## src/rtl/logic_block_cluster_if.sv

```systemverilog
// Configuration chain and LUT I/O bundle of one logic block cluster.
// The slave side is the cluster itself; the master side is the tile or a bench.
interface logic_block_cluster_if #(
    parameter int K = 2,
    parameter int N = 1
);
    logic           cfg_en;
    logic           cfg_in;
    logic           cfg_out;
    logic           cfg_done;
    logic           cfg_err;
    logic           ce;
    logic [N*K-1:0] in;
    logic [N-1:0]   out;

    modport master (
        output cfg_en, cfg_in, ce, in,
        input  cfg_out, cfg_done, cfg_err, out
    );

    modport slave (
        input  cfg_en, cfg_in, ce, in,
        output cfg_out, cfg_done, cfg_err, out
    );
endinterface

```

## src/rtl/logic_block_cluster.sv

```systemverilog
// Cluster of N K-input LUTs with optional output flops, configured over a serial chain.
// Define LB_FF_INIT_EN to add a per-LUT init bit that seeds each flop on activation.
module logic_block_cluster #(
    parameter int K = 2,
    parameter int N = 1
) (
    input  logic                  clk,
    input  logic                  rst_n,
    logic_block_cluster_if.slave  bus
);
    localparam int TT = 2 ** K;
`ifdef LB_FF_INIT_EN
    localparam int W = TT + 2;
`else
    localparam int W = TT + 1;
`endif
    localparam int TOTAL = N * W;
    localparam int CW    = $clog2(TOTAL + 2);

    typedef enum logic [1:0] {
        UNCONF  = 2'd0,
        LOADING = 2'd1,
        ACTIVE  = 2'd2
    } state_e;

    state_e           state_q;
    logic [TOTAL-1:0] cfg_q;
    logic [CW-1:0]    count_q;
    logic [CW-1:0]    count_d;
    logic [N-1:0]     ff_q;
    logic [N-1:0]     ff_d;
    logic             done_q;
    logic             err_q;
    logic [N-1:0]     lut;
    logic [N-1:0]     sync;
    logic [N-1:0]     init;
    logic             activate;

    for (genvar g = 0; g < N; g++) begin : g_lut
        logic [W-1:0]  slice;
        logic [TT-1:0] mem;
        assign slice   = cfg_q[g*W +: W];
        assign mem     = slice[TT-1:0];
        assign lut[g]  = mem[bus.in[g*K +: K]];
        assign sync[g] = slice[TT];
`ifdef LB_FF_INIT_EN
        assign init[g] = slice[TT+1];
`else
        assign init[g] = 1'b0;
`endif
    end

    // A load is accepted only when exactly TOTAL bits were shifted before cfg_en fell.
    assign activate = (state_q == LOADING) && !bus.cfg_en && (count_q == CW'(TOTAL));

    always_comb begin
        count_d = count_q;
        if (bus.cfg_en) begin
            if (state_q != LOADING)
                count_d = CW'(1);
            else if (count_q != CW'(TOTAL + 1))
                count_d = count_q + CW'(1);
        end
    end

    always_comb begin
        ff_d = '0;
        if (state_q == ACTIVE)
            ff_d = bus.ce ? lut : ff_q;
        else if (activate)
            ff_d = init;
    end

    // NOTE: all state below uses non-blocking assignments so every register samples
    // pre-edge values; the config chain is reset too, since it is a shift register
    // rather than a RAM and must come up in a known, deactivated state.
    always_ff @(posedge clk or negedge rst_n) begin
        if (!rst_n) begin
            cfg_q   <= '0;
            count_q <= '0;
            ff_q    <= '0;
        end else begin
            if (bus.cfg_en)
                cfg_q <= {bus.cfg_in, cfg_q[TOTAL-1:1]};
            count_q <= count_d;
            ff_q    <= ff_d;
        end
    end

    always_ff @(posedge clk or negedge rst_n) begin
        if (!rst_n) begin
            state_q <= UNCONF;
            done_q  <= 1'b0;
            err_q   <= 1'b0;
        end else begin
            case (state_q)
                UNCONF, ACTIVE: begin
                    if (bus.cfg_en) begin
                        state_q <= LOADING;
                        done_q  <= 1'b0;
                        err_q   <= 1'b0;
                    end
                end
                LOADING: begin
                    if (!bus.cfg_en) begin
                        if (activate) begin
                            state_q <= ACTIVE;
                            done_q  <= 1'b1;
                            err_q   <= 1'b0;
                        end else begin
                            state_q <= UNCONF;
                            err_q   <= 1'b1;
                        end
                    end
                end
                default: begin
                    state_q <= UNCONF;
                    done_q  <= 1'b0;
                    err_q   <= 1'b0;
                end
            endcase
        end
    end

    assign bus.out      = (state_q == ACTIVE) ? ((sync & ff_q) | (~sync & lut)) : '0;
    assign bus.cfg_out  = cfg_q[0];
    assign bus.cfg_done = done_q;
    assign bus.cfg_err  = err_q;
endmodule

```

## src/flat_wrapper.sv

```systemverilog
// flat-port wrapper written by rule: the top's interface ports become plain ports
module logic_block_cluster_flat 
#(
    parameter int K = 2,
    parameter int N = 1
)
  (clk, rst_n, bus_cfg_en, bus_cfg_in, bus_ce, bus_in, bus_cfg_out, bus_cfg_done, bus_cfg_err, bus_out);
  logic_block_cluster_if #(.K(K), .N(N)) bus_i ();
  input  logic clk;
  input  logic rst_n;
  input wire logic [$bits(bus_i.cfg_en)-1:0] bus_cfg_en;
  input wire logic [$bits(bus_i.cfg_in)-1:0] bus_cfg_in;
  input wire logic [$bits(bus_i.ce)-1:0] bus_ce;
  input wire logic [$bits(bus_i.in)-1:0] bus_in;
  output wire logic [$bits(bus_i.cfg_out)-1:0] bus_cfg_out;
  output wire logic [$bits(bus_i.cfg_done)-1:0] bus_cfg_done;
  output wire logic [$bits(bus_i.cfg_err)-1:0] bus_cfg_err;
  output wire logic [$bits(bus_i.out)-1:0] bus_out;
  assign bus_i.cfg_en = bus_cfg_en;
  assign bus_i.cfg_in = bus_cfg_in;
  assign bus_i.ce = bus_ce;
  assign bus_i.in = bus_in;
  assign bus_cfg_out = bus_i.cfg_out;
  assign bus_cfg_done = bus_i.cfg_done;
  assign bus_cfg_err = bus_i.cfg_err;
  assign bus_out = bus_i.out;
  logic_block_cluster #(.K(K), .N(N)) u_core (.clk(clk), .rst_n(rst_n), .bus(bus_i));
endmodule
```

## config.mk

```make
export PLATFORM = sky130hd
export DESIGN_NAME = logic_block_cluster_flat
export DESIGN_NICKNAME = d
export VERILOG_FILES = /design/src/rtl/logic_block_cluster_if.sv /design/src/rtl/logic_block_cluster.sv /design/src/flat_wrapper.sv
export SDC_FILE = /design/constraint.sdc
export NUM_CORES = 1
export LEC_CHECK = 0
export CAP_MARGIN = 5
export CORE_MARGIN = 2
export CORE_UTILIZATION = 49
export DETAILED_ROUTE_END_ITERATION = 8
export PLACE_DENSITY = 0.72
export SKIP_CTS_REPAIR_TIMING = 1
export SLEW_MARGIN = 10
export SYNTH_ARGS = -nofsm -noshare
export SYNTH_HDL_FRONTEND = slang
export SYNTH_SLANG_ARGS = --single-unit
```

## constraint.sdc

```tcl
create_clock -name clk -period 1.4 [get_ports clk]
set_input_delay 0.28 -clock clk [delete_from_list [all_inputs] [get_ports clk]]
set_output_delay 0.28 -clock clk [all_outputs]
set_load 0.01 [all_outputs]
```

==> flow_summary.ini <==
[status]
status = complete, but fails checks
violations = setup timing

[cts]
cts.sinks = 13
clockBufferDepth = 2
cts_root_buf = clkbuf_4
cts_tree = yes
clk_pin_slew_ns = 0.08
cts_buffers = 3
htree_levels = 1
clk_latency_ns = 0.27

[grt]
grt_pass1_wl_um = 1930
grt.met2_usage = 0.305
met3_usage = 0.0326
grt_usage = 0.179
grt_pass1_vias = 486
use_met1 = 0.207
grt_start_max_net_pins = 14
grt_overflow = 0
busiest_layer = met2
antenna_found_initial = 0

[power_and_ir_drop]
combPwrFrac = 0.296
leakage_nw = 0.469
p_clk_frac = 0.230
power.density_nw_per_um2 = 1140
p_switching_mw = 0.302
p_int_mw = 0.728
peakVddDrop_mv = 0.719
power.total_mw = 1.03
pwr-share-seq = 0.473
switching_share = 0.294

[setup_path]
cp_top_family = flip-flops
cpPeakStageDelay_ns = 0.40
arrival_ns = 1.30
end_kind = output port
cp_num_buf_inv = 1
critPathKind = reg2out
crit_fanout = 2
worstSetupStartpointType = flop
slowest_stage = dfrtp_1
path_cells = mux2_4, a2bb2oi_2, a21oi_1, buf_2
rrSetupSlack_ns = 0.19
crit_required_ns = 1.12

[yosys]
ys_types = 24
async_flop_share = 1.00
syn_avg_cell_area_um2 = 11.0
syn_area_um2 = 671
synth_nets = 71
ys_top_cells_by_count = 13 x dfrtp_1, 7 x a21oi_1, 6 x nand2_1
synth.top_cells.by_area = dfrtp_1 49%, ha_1 5.6%, a21oi_1 5.2%
synth-seq-cells = 13
synthCells = 61
synthFlopType = dfrtp_1
seq_area_frac_synth = 0.485
synth_edf_count = 0
yosysMostFrequentCell = dfrtp_1
yosysTopAreaCell = dfrtp_1
yosys_warnings = 0
synth_top_area_share = 0.485

[timing]
finalCritPeriodShare = 1.13
slew_headroom = 0.866
setup-tns-final_ns = -0.176
setup_viol = 1
slew_viol_final = 0
fin_crit_ns = 1.58
finalHoldViolations = 0
fin_hold_ws_ns = 0.299
rsz0062_at_grt = yes
finalWorstSetupSlack_ns = -0.176
worstMarginPinSlew_ns = 0.195
max_clock_freq_ghz = 0.635
skew_ns = 0.00253

[final_layout]
stdcell_area_um2 = 901
layout.nets = 96
layout-drive-gt1-share = 0.259
diodes = 0
ff_latch_area_um2 = 325
syn_to_final_growth_pct = 34.3
multiInputGateArea_um2 = 320
stdcell_count = 100
fillers = 107

[place]
dpl_cell_area_um2 = 865
gp_congestion = 0.715
hpwl_um = 930
dp_cells = 96
port_buffers = 10

[routing]
ant_nets = 0
viasPerCell = 5.36
drtPass1Iterations = 4
routedWlPerCell_um = 12.3
routed_wl_um = 1230
vias = 536
drc_errors = 0
dr.first_iter.drc_count = 2

[floorplan]
io_pins = 11
core.rowCount = 13
fp.dieH_um = 41.0
initial_core_util = 0.522
die_w_um = 41.0
core_um2 = 1280
dieArea_um2 = 1680

[worst_hold_path]
hp-class = in2async

[flow_run]
cap_violations = 0
-- layout make-up --
class | count | share of cell area
Multi-Input combinational cell | 42 | 0.356
Inverter | 4 | 0.0167
Sequential cell | 13 | 0.361
Clock buffer | 4 | 0.0292
Tap cell | 15 | 0.0208
Timing Repair Buffer | 22 | 0.217
-- stage by stage --
| step | worst slack [ns] | util |
|---|---|---|
| after global placement | -0.671 | 0.673 |
| final | -0.176 | 0.701 |
| after floorplan | 0.161 | - |
| after CTS | -0.688 | 0.693 |
| after global routing | -0.255 | 0.701 |
| after detailed placement | -0.687 | 0.673 |
-- placed cells by master (no fill, tap or decap), types with 2 or more instances in the layout --
master           count
nor2b_1              2
dfrtp_1             13
inv_1                4
clkdlybuf4s50_1      5
o21ai_1              4
dlymetal6s2s_1       4
mux2i_1              2
a21oi_1              7
clkbuf_4             3
a2bb2oi_1            2
nand2_1              6
mux2_1               3
buf_4               12
ha_1                 3
-- power groups by stage --
| stage | Clock, mW | Sequential [mW] | Combinational (mW) |
|---|---|---|---|
| floorplan | 0 | 0.497 | 0.159 |
| CTS | 0.245 | 0.488 | 0.318 |
| global placement | 0 | 0.492 | 0.306 |
| detailed placement | 0 | 0.495 | 0.317 |
| global route | 0.253 | 0.499 | 0.340 |
| finish | 0.237 | 0.488 | 0.305 |
-- sequential cells by signal, summed over array words and instances (netlist names) --
name	flops
u_core.count_q	3
u_core.state_q	2
u_core.bus.cfg_err	1
u_core.cfg_q	5
u_core.bus.cfg_done	1
u_core.ff_q	1
-- routing by layer --
metal / share of wire / vias up / wire length, um
met2: 0.50 / 8 / 618
li1: - / 264 / -
met3: 0.038 / 2 / 47
met5: 0 / - / 0
met4: 0.014 / 0 / 17
met1: 0.44 / 262 / 542
-- final timing paths --
check | end | cells after the start | startpoint
min in group clk | u_core.bus.cfg_done$_DFFE_PN0P_ | 2 | u_core.bus.cfg_done$_DFFE_PN0P_
min | u_core.cfg_q[0]$_DFFE_PN0P_ | 2 | rst_n
max in group asynchronous | u_core.cfg_q[2]$_DFFE_PN0P_ | 2 | rst_n
max reg2reg | u_core.count_q[1]$_DFFE_PN0P_ | 5 | u_core.count_q[0]$_DFFE_PN0P_
max | bus_out | 4 | u_core.cfg_q[2]$_DFFE_PN0P_
min reg2reg | u_core.bus.cfg_done$_DFFE_PN0P_ | 2 | u_core.bus.cfg_done$_DFFE_PN0P_
-- kinds of logic (layout without fill, tap and decap cells) --
family,Yosys count,count (layout),share of synthesized area
AO/OA/AOI/OAI,18,18,0.183
AND/OR/NAND/NOR,14,14,0.112
flip-flops,13,13,0.485
multiplexers,7,7,0.119
buffers and inverters,6,30,0.0448
adder cells (fa/ha/maj),3,3,0.0560
(Power assumes the default switching activity.)
